### config.mk
export PLATFORM = sky130hd
export DESIGN_NAME = pixel_shifter
export DESIGN_NICKNAME = d
export VERILOG_FILES = /design/src/rtl/vdg_pkg.sv /design/src/rtl/pixel_shifter.sv
export SDC_FILE = /design/constraint.sdc
export NUM_CORES = 1
export LEC_CHECK = 0
export ABC_AREA = 1
export CAP_MARGIN = 20
export CORE_UTILIZATION = 50
export CTS_CLUSTER_SIZE = 25
export DETAILED_ROUTE_END_ITERATION = 10
export DONT_BUFFER_PORTS = 1
export GPL_TIMING_DRIVEN = 0
export HOLD_SLACK_MARGIN = 0.1
export SKIP_CTS_REPAIR_TIMING = 1
export SLEW_MARGIN = 5
export SYNTH_ARGS = -nofsm -noshare
export SYNTH_HDL_FRONTEND = slang
export SYNTH_SLANG_ARGS = --single-unit
### constraint.sdc
create_clock -name clk -period 2.1 [get_ports clk]
set_input_delay 0.105 -clock clk [delete_from_list [all_inputs] [get_ports clk]]
set_output_delay 0.105 -clock clk [all_outputs]
set_load 0.005 [all_outputs]
### src/rtl/vdg_pkg.sv
`default_nettype none
// +--------------------------------------------------------------------+
// | Package     : vdg_pkg                                              |
// | Description : Shared VDG mode codes and pixel-depth type, used by  |
// |               the pixel shifter and the colour-mapping logic.      |
// | Revision    : 1.0 - initial release                                |
// +--------------------------------------------------------------------+
package vdg_pkg;

   // VDG mode codes as presented on the mode bus
   localparam logic [3:0] MODE_CG4   = 4'b0001;
   localparam logic [3:0] MODE_CG4B  = 4'b0011;
   localparam logic [3:0] MODE_RG    = 4'b0010;
   localparam logic [3:0] MODE_RG2   = 4'b0100;
   localparam logic [3:0] MODE_ALPHA = 4'b1000;

   // Bits per pixel carried alongside each byte in the shifter
   typedef enum logic {
      BPP_1 = 1'b0,
      BPP_2 = 1'b1
   } bpp_t;

   // Only the colour-graphics codes are 2bpp; everything else,
   // including unlisted codes, falls back to 1bpp.
   function automatic bpp_t mode_to_bpp(input logic [3:0] mode);
      case (mode)
         MODE_CG4, MODE_CG4B: return BPP_2;
         default:             return BPP_1;
      endcase
   endfunction

endpackage
`default_nettype wire

### src/rtl/pixel_shifter.sv
`default_nettype none
// +--------------------------------------------------------------------+
// | Module      : pixel_shifter                                        |
// | Description : Two-stage (hold + shift) video byte serialiser that  |
// |               emits 1bpp or 2bpp colour codes per pixel slot, with |
// |               border handling, pixel repeat and underrun flag.     |
// | Revision    : 1.0 - initial release                                |
// +--------------------------------------------------------------------+
module pixel_shifter
   import vdg_pkg::*;
#(
   parameter int PIX_REPEAT = 1
) (
   input  logic       clk,
   input  logic       reset,
   input  logic       pixel_en,
   input  logic       active,
   input  logic [3:0] mode,
   input  logic       css,
   input  logic [7:0] data_in,
   input  logic       data_valid,
   output logic       data_req,
   output logic [1:0] colour,
   output logic       screen,
   output logic       border,
   output logic       pixel_valid,
   output logic       underrun,
   input  logic       underrun_clr
);

   // Value of the repeat counter on the last slot of a pixel
   localparam logic [1:0] REP_LAST = 2'(PIX_REPEAT - 1);

   // Stored state
   logic [7:0] hold_q,       hold_d;
   logic       hold_valid_q, hold_valid_d;
   logic [7:0] shift_q,      shift_d;
   logic [3:0] count_q,      count_d;
   logic [1:0] rep_q,        rep_d;
   bpp_t       bpp_q,        bpp_d;
   logic [1:0] colour_q,     colour_d;
   logic       screen_q,     screen_d;
   logic       border_q,     border_d;
   logic       pvalid_q;
   logic       underrun_q,   underrun_d;

   // Source of the pixel for this slot: either the running shift state
   // or, when the shifter is empty, the byte just pulled from hold.
   logic [7:0] w_src_byte;
   bpp_t       w_src_bpp;
   logic [3:0] w_src_count;
   logic [1:0] w_src_rep;

   // The hold buffer is the only source of back-pressure
   assign data_req = !hold_valid_q;

   // Next-state: byte accept, slot emission, border flush, underrun flag
   always_comb begin
      hold_d       = hold_q;
      hold_valid_d = hold_valid_q;
      shift_d      = shift_q;
      count_d      = count_q;
      rep_d        = rep_q;
      bpp_d        = bpp_q;
      colour_d     = colour_q;
      screen_d     = screen_q;
      border_d     = border_q;
      underrun_d   = underrun_q;

      w_src_byte   = shift_q;
      w_src_bpp    = bpp_q;
      w_src_count  = count_q;
      w_src_rep    = rep_q;

      if (underrun_clr) begin
         underrun_d = 1'b0;
      end

      // Accept only while empty; a drain in this cycle cannot overlap
      // because a drain needs hold_valid_q already set.
      if (!hold_valid_q && data_valid) begin
         hold_d       = data_in;
         hold_valid_d = 1'b1;
      end

      if (pixel_en) begin
         screen_d = css;
         if (!active) begin
            // Border: flush partial byte, keep prefetched hold byte
            colour_d = 2'd0;
            border_d = 1'b1;
            count_d  = 4'd0;
            rep_d    = 2'd0;
         end else if (count_q == 4'd0 && !hold_valid_q) begin
            // Active pixel with nothing to show
            colour_d   = 2'd0;
            border_d   = 1'b0;
            underrun_d = 1'b1;
         end else begin
            if (count_q == 4'd0) begin
               // Drain hold into the shifter and use it in this same slot
               w_src_byte   = hold_q;
               w_src_bpp    = mode_to_bpp(mode);
               w_src_count  = (w_src_bpp == BPP_2) ? 4'd4 : 4'd8;
               w_src_rep    = 2'd0;
               hold_valid_d = 1'b0;
            end
            bpp_d    = w_src_bpp;
            border_d = 1'b0;
            colour_d = (w_src_bpp == BPP_2) ? w_src_byte[7:6]
                                            : {1'b0, w_src_byte[7]};
            if (w_src_rep == REP_LAST) begin
               shift_d = (w_src_bpp == BPP_2) ? {w_src_byte[5:0], 2'b00}
                                              : {w_src_byte[6:0], 1'b0};
               count_d = w_src_count - 4'd1;
               rep_d   = 2'd0;
            end else begin
               shift_d = w_src_byte;
               count_d = w_src_count;
               rep_d   = w_src_rep + 2'd1;
            end
         end
      end
   end

   // State and output registers with synchronous reset
   always_ff @(posedge clk) begin
      if (reset) begin
         hold_q       <= 8'd0;
         hold_valid_q <= 1'b0;
         shift_q      <= 8'd0;
         count_q      <= 4'd0;
         rep_q        <= 2'd0;
         bpp_q        <= BPP_1;
         colour_q     <= 2'd0;
         screen_q     <= 1'b0;
         border_q     <= 1'b1;
         pvalid_q     <= 1'b0;
         underrun_q   <= 1'b0;
      end else begin
         hold_q       <= hold_d;
         hold_valid_q <= hold_valid_d;
         shift_q      <= shift_d;
         count_q      <= count_d;
         rep_q        <= rep_d;
         bpp_q        <= bpp_d;
         colour_q     <= colour_d;
         screen_q     <= screen_d;
         border_q     <= border_d;
         pvalid_q     <= pixel_en;
         underrun_q   <= underrun_d;
      end
   end

   assign colour      = colour_q;
   assign screen      = screen_q;
   assign border      = border_q;
   assign pixel_valid = pvalid_q;
   assign underrun    = underrun_q;

endmodule
`default_nettype wire

Yosys cells after proc, flatten, opt, wreduce, memory -nomap -nowiden
Cells that the tools add are included.
{ "classes": {"n_addsub": 2, "mul": 0, "n_div": 0, "n_lt_le_gt_ge": 0, "n_eq_ne": 3, "n_shift": 0, "mux": 40, "bitwise_logic": 1, "n_reduce_logical": 8} }
{ "ops": {"columns": ["op", "n"], "rows": [
  ["$mux 4", 8],
  ["$mux 8", 3],
  ["$mux 2", 10],
  ["$mux 1", 19],
  ["$eq 4x1->1 const B", 1],
  ["$eq 4x2->1 const B", 1],
  ["$logic_not 4->1", 1],
  ["$sub 4x1->4 const B", 1],
  ["$reduce_and 3->1", 1],
  ["$add 2x1->2 const B", 1],
  ["$logic_and 1x1->1", 2],
  ["$logic_not 2->1", 1],
  ["$ne 2x2->1 const B", 1],
  ["$reduce_and 2->1", 1],
  ["$reduce_or 2->1", 1],
  ["$logic_not 1->1", 1],
  ["$not 1->1", 1]
]} }
{ "word_totals": {"reg_bits": 30, "latch_bits": 0, "mem_bits_rw": 0, "romBits": 0, "out_inout_bits": 7, "n_memories": 0} }

Depth between registers and ports, before layout
Gate-level depths: netlist of the first run.
{ "depth": {"ltp_word": 16, "ltp_mapped": 11} }

Worst setup path after synthesis of the first run
No wires, ideal clock.
{ "synth_path": {"path_type": "register to register", "startpoint": "register count_q[0]", "endpoint": "register shift_q[2]", "setup_time_ns": 0.109, "arrival_time_ns": 1.661, "t_required_ns": 1.991, "slack_ns": 0.331, "path_stages_with_launch": 12, "cell_sequence": "dfxtp_1 > nor2_4 > nand2_4 > buf_6 > nand2_1 > ha_1 > inv_1 > nand3_1 > nor2_1 > nor2_1 > nand2_1 > inv_1"} }
{ "synth_between": {"elab_chain_cells": 7, "word_cells_on_any_way": 16} }
{ "synth_lines": {"columns": ["item", "line", "text"], "rows": [
  ["from (decl)", "pixel_shifter.sv:38", "logic [3:0] count_q, count_d;"],
  ["from (signal assigned)", "pixel_shifter.sv:144", "count_q <= count_d;"],
  ["$logic_not 4->1 (*)", "pixel_shifter.sv:94, pixel_shifter.sv:100", null],
  ["$mux 1 or $mux 2 (tied branches)", "pixel_shifter.sv:100", "if (count_q == 4'd0) begin"],
  ["$mux 1 or $mux 2 (tied branches)", "pixel_shifter.sv:94", "end else if (count_q == 4'd0 && !hold_valid_q) begin"],
  ["$mux 1 or $mux 2 (tied branches)", "pixel_shifter.sv:88", "if (!active) begin"],
  ["$mux 1 or $mux 2 (tied branches)", "pixel_shifter.sv:86", "if (pixel_en) begin"],
  ["$mux 8 or $logic_not 2->1 (tied branches)", "pixel_shifter.sv:113, pixel_shifter.sv:112", null],
  ["$mux 8", "pixel_shifter.sv:112", "if (w_src_rep == REP_LAST) begin"],
  ["to (signal assigned)", "pixel_shifter.sv:143", "shift_q <= shift_d;"],
  ["to (decl)", "pixel_shifter.sv:37", "logic [7:0] shift_q, shift_d;"]
]} }
Mark *: on every way between the ends. The rest lies on a longest branch, timed or not. The select of a mux whose other input is x is not followed.
A chain may end at the register's enable or synchronous reset.

Final worst setup path of the first run
{ "layout_path": {"startpoint": "register count_q[0]", "endpoint": "register shift_q[3]"} }
Same word-level chain as after synthesis.

==> run metrics, run 1 <==
final setup margin 0.185 ns; total track usage 21.5%; final routed wire length divided by cell count 11.3 um; worst reg-to-reg path cell count 11; main flop type after synthesis sky130_fd_sc_hd__dfxtp_1; RSZ-0062 raised after global routing false; highest clock rate 0.522 GHz; synth-to-layout area growth 15.6%; time the worst path needs with I/O delays and setup 1.91 ns; biggest area contributors in the synthesized netlist sky130_fd_sc_hd__dfxtp_1 (37%), sky130_fd_sc_hd__nand2_1 (18%), sky130_fd_sc_hd__inv_1 (7.2%); Power Dens Cells 687 nW/um2; clock skew 0.00769 ns; storage element area 601 um2; core region area 3050 um2; final critical-path share of the clock period 91.2%; Leakage Power 0.889 nW; most frequent cells after synthesis sky130_fd_sc_hd__nand2_1 (79), sky130_fd_sc_hd__inv_1 (31), sky130_fd_sc_hd__dfxtp_1 (30); Worst Tran Pin Value 0.488 ns; cts bufs inserted 5; worst min-delay path class in2reg; post-route ant nets 0; multiplexer share of the synthesized area 0%; gate count of the mapped netlist 245; Worst setup endpoint shift_q[3]$_SDFFE_PP0P_; worst skew pair latency 0.33 ns; grt total ovfl 0; part of the total power dissipated in combinational logic 23.0%; Cell variety after synth 23; Post-Place Cell Area 1660 um2; setup tns final 0 ns; y dimension of the die 58.7 um; Post-DP HPWL 2450 um; Arr. time, crit path 2.15 ns; critical path class reg2reg; proportion of total power due to net switching 31.4%; initial detailed-routing violation count 90; area of the multi-input gates 820 um2; Async SR Flop Fraction 0%; Synth Area in Compound Gates 9.82%; worst vdd ir 404 uV; syn_area_per_cell 6.55 um2; buffers from clock root to sink, at most 2; most common cell in the synthesized netlist sky130_fd_sc_hd__nand2_1; CP Max Fanout 10; sum of routed wire length over all layers 3490 um; net count after synthesis 267; startpoint type of the worst setup path flip-flop; Final Wtd Congestion 0.867; R2R Path End shift_q[3]$_SDFFE_PP0P_; TritonCTS clock tree yes; portion of synthesized cell area occupied by the leading cell type 37.4%; placement-stage worst setup slack -0.0324 ns; number of max-slew violations in the final report 0; number of nets at the end of the flow 287; placement row count 20; crit path capture type flip-flop; starting density of the core 52.6%; reg-to-reg critical path startpoint count_q[0]$_SDFFE_PP0P_; area of the mapped netlist 1610 um2; switching power 400 uW; horizontal die dimension 58.7 um; portion of total power attributed to the clock network 28.1%; buffer type at the clock tree root sky130_fd_sc_hd__clkbuf_4; XOR/XNOR share of the synthesized area 0%; reg-to-reg slack, setup 0.19 ns; clock transition at the registers of the reported paths 0.09 ns; initial antenna violation count 0; fin util 60.8%; number of iterations in the first detailed-routing pass 4; Yosys Warn Count 0; Sink Count 30; number of global-route vias before repair 1213; post-layout instance area 1860 um2; Flop pwr share 48.8%; vias 1524; fraction of the mapped netlist area in simple logic gates 38.6%; maximum number of pins on one net before global-route repair 11; Final Hold Violating Endpoints 0; critical path startpoint count_q[0]$_SDFFE_PP0P_; remaining routing DRC violations 0; setup violators final 0; worst rel slew slack 67.5%; main combinational cell family by area after synthesis simple AND/OR/NAND/NOR gates; number of inserted diodes 0; largest area contributor in the synthesized netlist sky130_fd_sc_hd__dfxtp_1; maximum level of the CTS H-tree 2; run status complete, no violations; max-capacitance violation count 0; proportion of layout cells with a drive suffix above 1 10.5%; global-route wire length before repair 5350 um; Post-Synth Adder-Cell Area 2.34%; sequential fraction of the synthesis area 37.4%; final cell count without fillers 310; count of state elements after synthesis 30; Port Buffer Count 0; floorplan die area 3440 um2; Vias per Instance 4.92; worst endpoint required time 2.33 ns; cell count after placement 289; internal cell power 875 uW; number of filler cells placed in the layout 309; ports placed on the boundary 26; EDFF count, synth 0
-- cell families after synthesis --
family / count (synthesis)
fa+ha+maj: 3
compound gates: 30
flops: 30
simple gates: 141
buf+inv: 41
-- metrics by stage --
| stage | power (mW) | hold slack, ns |
|---|---|---|
| 6_report | 1.27 | 0.109 |
| 5_1_grt | 1.36 | 0.104 |
| 4_1_cts | 1.27 | -0.183 |
| 3_5_place_dp | 0.905 | 0.178 |
| 3_3_place_gp | 0.900 | 0.175 |
| 2_1_floorplan | 0.853 | 0.174 |
-- area by class of cell --
class	instances	area share, %
flip-flops and latches	30	32.4
inverters	34	7.01
clock buffers	7	2.97
well taps	44	2.97
multi-input cells	174	44.2
repair buffers	13	7.01
plain buffers	7	3.24
clock inverters	1	0.270
-- placed cells by master (no fill, tap or decap), types with 5 or more instances in the layout --
cell                            count
sky130_fd_sc_hd__dlygate4sd3_1     13
sky130_fd_sc_hd__inv_1             30
sky130_fd_sc_hd__nand2_1           79
sky130_fd_sc_hd__nand3_1           22
sky130_fd_sc_hd__o21ai_0           12
sky130_fd_sc_hd__nor2_1            28
sky130_fd_sc_hd__dfxtp_1           30
sky130_fd_sc_hd__clkbuf_4           5
sky130_fd_sc_hd__a21oi_1           15
-- critical path, cell delays in order (launching register included) --
cell,delay [ns]
sky130_fd_sc_hd__dfxtp_1,0.42
sky130_fd_sc_hd__nor2_4,0.08
sky130_fd_sc_hd__nand2_4,0.12
sky130_fd_sc_hd__buf_6,0.17
sky130_fd_sc_hd__nand2_1,0.08
sky130_fd_sc_hd__ha_1,0.28
sky130_fd_sc_hd__inv_2,0.19
sky130_fd_sc_hd__nand3_2,0.19
sky130_fd_sc_hd__nor2_1,0.13
sky130_fd_sc_hd__nor2_1,0.06
sky130_fd_sc_hd__nand2_1,0.06
sky130_fd_sc_hd__inv_1,0.03
-- flip-flops by register name, summed over array words and instances (netlist names) --
signal and count:
bpp_q 1, count_q 4, pixel_valid 1, screen 1, underrun 1, shift_q 8, colour 2, rep_q 2
hold_q 8, hold_valid_q 1, border 1
-- power by group through the flow --
stage / clock [mW] / combinational, mW / sequential, mW
finish: 0.359 / 0.293 / 0.623
global route: 0.395 / 0.334 / 0.627
CTS: 0.372 / 0.271 / 0.623
detailed placement: 0 / 0.270 / 0.636
global placement: 0 / 0.265 / 0.635
floorplan: 0 / 0.220 / 0.632
-- metal layers --
layer	wire [um]	track usage [%]	part of all wire, %	up-vias
met2	1590	32.2	46	46
li1	-	-	-	799
met5	0	0	0	-
met4	31	9.18	0.89	0
met3	177	6.81	5.1	6
met1	1690	28.6	48	673
-- how the worst min path moves through the flow --
stage / from / to / slack (ns) / cells after the start
final: reset / hold_q[4]$_SDFFE_PP0P_ / 0.11 / 3
after global routing: reset / hold_q[4]$_SDFFE_PP0P_ / 0.10 / 3
after CTS: reset / bpp_q$_SDFFE_PP0P_ / -0.18 / 1
after detailed placement: reset / bpp_q$_SDFFE_PP0P_ / 0.18 / 1
after global placement: reset / bpp_q$_SDFFE_PP0P_ / 0.17 / 1
after floorplan: reset / bpp_q$_SDFFE_PP0P_ / 0.17 / 1
Note: power is estimated with default switching activity, not from simulation.
==> inputs of run 2 (changes only) <==
--- a/config.mk
+++ b/config.mk
@@ -5,10 +5,8 @@
 export SDC_FILE = /design/constraint.sdc
 export NUM_CORES = 1
 export LEC_CHECK = 0
-export ABC_AREA = 1
 export CAP_MARGIN = 20
 export CORE_UTILIZATION = 50
-export CTS_CLUSTER_SIZE = 25
 export DETAILED_ROUTE_END_ITERATION = 10
 export DONT_BUFFER_PORTS = 1
 export GPL_TIMING_DRIVEN = 0
==> run metrics, run 2 <==
run status complete, no violations; post-route ant nets 0; Port Buffer Count 0; crit path capture type flip-flop; initial antenna violation count 0; number of global-route vias before repair 1318; biggest area contributors in the synthesized netlist sky130_fd_sc_hd__dfxtp_1 (36%), sky130_fd_sc_hd__mux2i_1 (7.3%), sky130_fd_sc_hd__nor2_1 (4.6%); TritonCTS clock tree yes; vias 1522; Yosys Warn Count 0; startpoint type of the worst setup path flip-flop; most frequent cells after synthesis sky130_fd_sc_hd__dfxtp_1 (30), sky130_fd_sc_hd__nor2_1 (20), sky130_fd_sc_hd__nand2_1 (16); worst vdd ir 492 uV; max-capacitance violation count 0; Post-Place Cell Area 1720 um2; critical path class reg2reg; slowest stage cell, crit path sky130_fd_sc_hd__or4_4; proportion of layout cells with a drive suffix above 1 18.4%; gate count of the mapped netlist 187; worst hold slack 0.0928 ns; Vias per Instance 5.95; maximum level of the CTS H-tree 2; global-route wire length before repair 6560 um; most common library cell in the layout ignoring fill and taps sky130_fd_sc_hd__dfxtp_1; Cell variety after synth 47; total track usage 26.1%; time the worst path needs with I/O delays and setup 2.02 ns; maximum number of pins on one net before global-route repair 11; Final Hold Violating Endpoints 0; count of state elements after synthesis 30; buffer type at the clock tree root sky130_fd_sc_hd__clkbuf_4; storage element area 606 um2; Worst Tran Pin Value 0.906 ns; Post-DP HPWL 2900 um; worst rel slew slack 39.5%; critical path's largest stage delay 0.53 ns; net count after synthesis 209; post-layout instance area 2020 um2; main flop type after synthesis sky130_fd_sc_hd__dfxtp_1; largest registers hold_q x8, shift_q x8, count_q x4; final critical-path share of the clock period 96.0%; clock transition at the registers of the reported paths 0.10 ns; buffers from clock root to sink, at most 2; ports placed on the boundary 26; horizontal die dimension 59.4 um; highest clock rate 0.496 GHz; cts bufs inserted 5; syn_area_per_cell 8.81 um2; worst skew pair latency 0.33 ns; setup tns final 0 ns; area of the mapped netlist 1650 um2; clock skew 0.00608 ns; EDFF count, synth 0; portion of synthesized cell area occupied by the leading cell type 36.5%; synth-to-layout area growth 22.6%; remaining routing DRC violations 0; Arr. time, crit path 2.24 ns; core region area 3080 um2; number of inserted diodes 0; floorplan die area 3530 um2; RSZ-0062 raised after global routing false; leading cell types in the layout, fill and taps excluded sky130_fd_sc_hd__dfxtp_1 (28), sky130_fd_sc_hd__nor2_1 (20), sky130_fd_sc_hd__nand2_1 (14); most common cell in the synthesized netlist sky130_fd_sc_hd__dfxtp_1; number of nets at the end of the flow 233; y dimension of the die 59.4 um; number of max-slew violations in the final report 0; Power Dens Cells 676 nW/um2; setup violators final 0; number of filler cells placed in the layout 278; grt total ovfl 0; area of the multi-input gates 982 um2; Leakage Power 0.762 nW; Async SR Flop Fraction 0%; largest area contributor in the synthesized netlist sky130_fd_sc_hd__dfxtp_1; starting density of the core 53.5%; worst endpoint required time 2.33 ns; Final Wtd Congestion 0.866; initial detailed-routing violation count 120; final routed wire length divided by cell count 17.0 um; placement row count 20; sequential fraction of the synthesis area 36.5%; number of iterations in the first detailed-routing pass 4; sum of routed wire length over all layers 4340 um; crit-path cells or4_4 > buf_6 > nand2_4 > ha_4 > buf_8 > nand2_1 > xor2_1 > a32o_1; Sink Count 30; worst min-delay path class in2reg; CP Max Fanout 12
==> run 2: cell types whose count changed after synthesis, moves of 4 or more <==
| cell | delta |
|---|---|
| sky130_fd_sc_hd__a21oi_1 | -9 |
| sky130_fd_sc_hd__nor3_1 | +6 |
| sky130_fd_sc_hd__o21ai_0 | -4 |
| sky130_fd_sc_hd__nor2_1 | -8 |
| sky130_fd_sc_hd__clkbuf_1 | +6 |
| sky130_fd_sc_hd__inv_1 | -25 |
| sky130_fd_sc_hd__a31oi_1 | +4 |
| sky130_fd_sc_hd__nand2_1 | -63 |
| sky130_fd_sc_hd__mux2i_1 | +12 |
| sky130_fd_sc_hd__nor2b_1 | +4 |
| sky130_fd_sc_hd__a32o_1 | +5 |
| sky130_fd_sc_hd__a211oi_1 | +6 |
| sky130_fd_sc_hd__nand3_1 | -21 |
==> run 2: path summary, 6_finish.rpt <==
path,endpoint,startpoint,cells after the start,slack (ns)
max,count_q[2]$_SDFFE_PP0P_,count_q[0]$_SDFFE_PP0P_,8,0.08
max reg2reg,count_q[2]$_SDFFE_PP0P_,count_q[0]$_SDFFE_PP0P_,8,0.08
min,rep_q[1]$_SDFFE_PP0P_,active,3,0.09
min reg2reg,colour[1]$_SDFFE_PP0P_,colour[1]$_SDFFE_PP0P_,2,0.51
==> run 2: worst max-delay path, delay by kind of cell (launching register included) <==
family	cells	cell delay, ns
adders and majority gates	1	0.21
buffers and inverters	2	0.31
and+or+nand+nor	3	0.69
xor gates and xnor gates	1	0.14
AOI/OAI and AO/OA	1	0.21
DFF	1	0.37
==> run 2: cell type report <==
class | count | area share [%]
flip-flops and latches | 30 | 30.0
repair buffers | 18 | 9.18
clock buffers | 6 | 2.05
multi-input cells | 136 | 48.7
inverters | 7 | 1.30
plain buffers | 13 | 4.22
well taps | 44 | 2.73
clock inverters | 2 | 1.86
==> run 2: metrics by stage <==
stage	power (mW)	cells	worst slack [ns]	utilization, %
3_3_place_gp	0.875	231	-0.167	55.8
4_1_cts	1.33	239	-0.206	58.3
2_1_floorplan	0.825	187	-0.00647	-
3_5_place_dp	0.881	231	-0.191	55.8
6_report	1.36	256	0.0845	65.6
5_1_grt	1.43	256	0.0256	65.6
==> run 2: cells by family after synthesis <==
family                   share of synthesized area, %
AO/OA/AOI/OAI                                    22.0
buffers and inverters                            6.15
adder cells (fa/ha/maj)                          2.28
flip-flops                                       36.5
AND/OR/NAND/NOR                                  22.3
multiplexers                                     10.3
XOR/XNOR                                        0.532
==> run 2: metal layers <==
metal	share of wire (%)	up-vias	track usage [%]
met3	7.5	7	6.33
met5	0	-	0
met1	45	725	37.7
met2	46	55	37.6
met4	1.4	0	9.18
li1	-	735	-
==> run 2: power breakdown <==
group / total [mW] / switching (mW) / internal [mW]
Clock: 0.463 / 0.212 / 0.251
Sequential: 0.628 / 0.0315 / 0.596
Combinational: 0.273 / 0.152 / 0.121
Total: 1.36 / 0.395 / 0.968
==> inputs of run 3 (changes only) <==
--- a/config.mk
+++ b/config.mk
@@ -6,11 +6,13 @@
 export NUM_CORES = 1
 export LEC_CHECK = 0
 export CAP_MARGIN = 20
+export CORE_ASPECT_RATIO = 0.7
 export CORE_UTILIZATION = 50
 export DETAILED_ROUTE_END_ITERATION = 10
 export DONT_BUFFER_PORTS = 1
 export GPL_TIMING_DRIVEN = 0
 export HOLD_SLACK_MARGIN = 0.1
+export PLACE_DENSITY = 0.71
 export SKIP_CTS_REPAIR_TIMING = 1
 export SLEW_MARGIN = 5
 export SYNTH_ARGS = -nofsm -noshare
==> constraint.sdc (replaced) <==
create_clock -name clk -period 1.63 [get_ports clk]
set_input_delay 0.0815 -clock clk [delete_from_list [all_inputs] [get_ports clk]]
set_output_delay 0.0815 -clock clk [all_outputs]
set_load 0.005 [all_outputs]
==> run metrics, run 3 (synthesized netlist as in run 2, its figures left out) <==
run status finished, violations left; failing checks setup timing; time the worst path needs with I/O delays and setup 2.10 ns; Endpoint, Worst Hold rep_q[0]$_SDFFE_PP0P_; most common library cell in the layout ignoring fill and taps sky130_fd_sc_hd__dfxtp_1; Final Wtd Congestion 0.862; Arr. time, crit path 2.27 ns; critical path class reg2reg; final critical-path share of the clock period 129%; max-capacitance violation count 0; number of global-route vias before repair 1379; number of nets at the end of the flow 240; cell count after placement 225; portion of total power attributed to the clock network 43.1%; Vias per Instance 6.23; Post-Place Cell Area 1740 um2; TritonCTS clock tree yes; most used routing layer met2; post-route ant nets 0; reg-to-reg slack, setup -0.47 ns; R2R Path End count_q[2]$_SDFFE_PP0P_; number of inserted diodes 0; Final Hold Violating Endpoints 0; met1 GRT Util 34.8%; initial antenna violation count 0; remaining routing DRC violations 0; horizontal die dimension 70.6 um; Post-DP HPWL 2910 um; placement row count 17; Tot Pwr 2.20 mW; starting density of the core 52.3%; internal cell power 1.63 mW; critical path's largest stage delay 0.53 ns; buffer type at the clock tree root sky130_fd_sc_hd__clkbuf_8; clock skew 0.00742 ns; Power Dens Cells 995 nW/um2; highest clock rate 0.476 GHz; total track usage 25.5%; grt total ovfl 0; final routed wire length divided by cell count 18.3 um; synth-to-layout area growth 34.3%; worst min-delay path class in2reg; part of the total power dissipated in combinational logic 20.0%; leading cell types in the layout, fill and taps excluded sky130_fd_sc_hd__dfxtp_1 (27), sky130_fd_sc_hd__nor2_1 (20), sky130_fd_sc_hd__nand2_1 (13); worst endpoint required time 1.80 ns; worst hold path depth 3; maximum level of the CTS H-tree 2; setup violators final 17; buffers from clock root to sink, at most 2; final setup margin -0.470 ns; clock transition at the registers of the reported paths 0.07 ns; floorplan die area 3530 um2; cts bufs inserted 5; worst skew pair latency 0.29 ns; RSZ-0062 raised after global routing true; vias 1602; slowest stage cell, crit path sky130_fd_sc_hd__or4_4; global-route met3 utilization 9.20%; family with the most delay on the worst path simple AND/OR/NAND/NOR gates; initial detailed-routing violation count 160; crit-path cells or4_4 > buf_6 > buf_12 > nand2_8 > ha_4 > buf_8 > nand2_4 > xor2_1 > a32o_1; Flop pwr share 36.8%; y dimension of the die 50.0 um; core region area 3150 um2; Leakage Power 0.840 nW; proportion of layout cells with a drive suffix above 1 26.9%; number of iterations in the first detailed-routing pass 5; met2 usage 36.6%; crit path capture type flip-flop; startpoint type of the worst setup path flip-flop; worst reg-to-reg path cell count 9; CP Max Fanout 7; fin util 70.2%; post-layout instance area 2210 um2; Worst Tran Pin Value 0.976 ns; worst rel slew slack 34.8%; CP bufs+invs 3; sum of routed wire length over all layers 4710 um; worst vdd ir 720 uV; reg-to-reg critical path startpoint count_q[1]$_SDFFE_PP0P_; final cell count without fillers 257; Sink Count 30; Hold Crit Start active; maximum number of pins on one net before global-route repair 11; Port Buffer Count 0; number of max-slew violations in the final report 0; number of filler cells placed in the layout 217; largest registers hold_q x8, shift_q x8, count_q x4; proportion of total power due to net switching 25.9%; ports placed on the boundary 26; global-route wire length before repair 6820 um; switching power 569 uW
-- run 3: cell types whose count changed in the layout (fill, tap and decap cells not counted), sizes merged --
cell,previous run,this run
dlygate4sd3,13,12
clkinvlp,1,0
bufinv,1,2
buf,10,18
-- run 3: tightest hold or removal path: cells and delay by family --
kind | cells | cell delay [ns]
AOI/OAI and AO/OA | 2 | 0.23
and+or+nand+nor | 1 | 0.08
-- run 3: layer usage --
metal | up-vias | share of wire, %
li1 | 753 | -
met1 | 750 | 44
met2 | 91 | 45
met3 | 8 | 9.8
met4 | 0 | 0.93
met5 | - | 0
-- run 3: worst max path at each step --
stage                     cells past startpoint  slack [ns]                      end                     from
after floorplan                               9       -0.35  count_q[2]$_SDFFE_PP0P_  count_q[3]$_SDFFE_PP0P_
after global placement                        9       -0.49  shift_q[2]$_SDFFE_PP0P_  count_q[1]$_SDFFE_PP0P_
after detailed placement                      9       -0.56  shift_q[2]$_SDFFE_PP0P_  count_q[1]$_SDFFE_PP0P_
after CTS                                     9       -0.58  shift_q[2]$_SDFFE_PP0P_  count_q[1]$_SDFFE_PP0P_
after global routing                          9       -0.51  count_q[2]$_SDFFE_PP0P_  count_q[1]$_SDFFE_PP0P_
final                                         9       -0.47  count_q[2]$_SDFFE_PP0P_  count_q[1]$_SDFFE_PP0P_
-- run 3: layout make-up --
cell class | instances | area [um2] | area share, %
clock buffer | 6 | 82.6 | 3.74
inverter | 7 | 26.3 | 1.19
clock inverter | 2 | 60.1 | 2.72
sequential | 30 | 607 | 27.4
multi-input combinational | 136 | 1050 | 47.4
timing repair buffer | 24 | 228 | 10.3
tap | 38 | 47.5 | 2.15
buffer | 14 | 111 | 5.04
-- run 3: stage by stage --
stage | setup WS (ns) | hold WS (ns) | setup TNS (ns)
floorplan | -0.351 | 0.226 | -3.28
CTS | -0.576 | -0.0531 | -6.29
finish | -0.470 | 0.141 | -5.15
global route | -0.510 | 0.144 | -5.88
detailed placement | -0.564 | 0.239 | -5.95
global placement | -0.494 | 0.231 | -5.36
-- run 3: power by group through the flow --
stage	Combinational, mW	Clock (mW)	Sequential, mW
CTS	0.325	0.947	0.807
finish	0.441	0.949	0.810
global placement	0.314	0	0.822
detailed placement	0.320	0	0.824
floorplan	0.262	0	0.811
global route	0.467	0.973	0.814
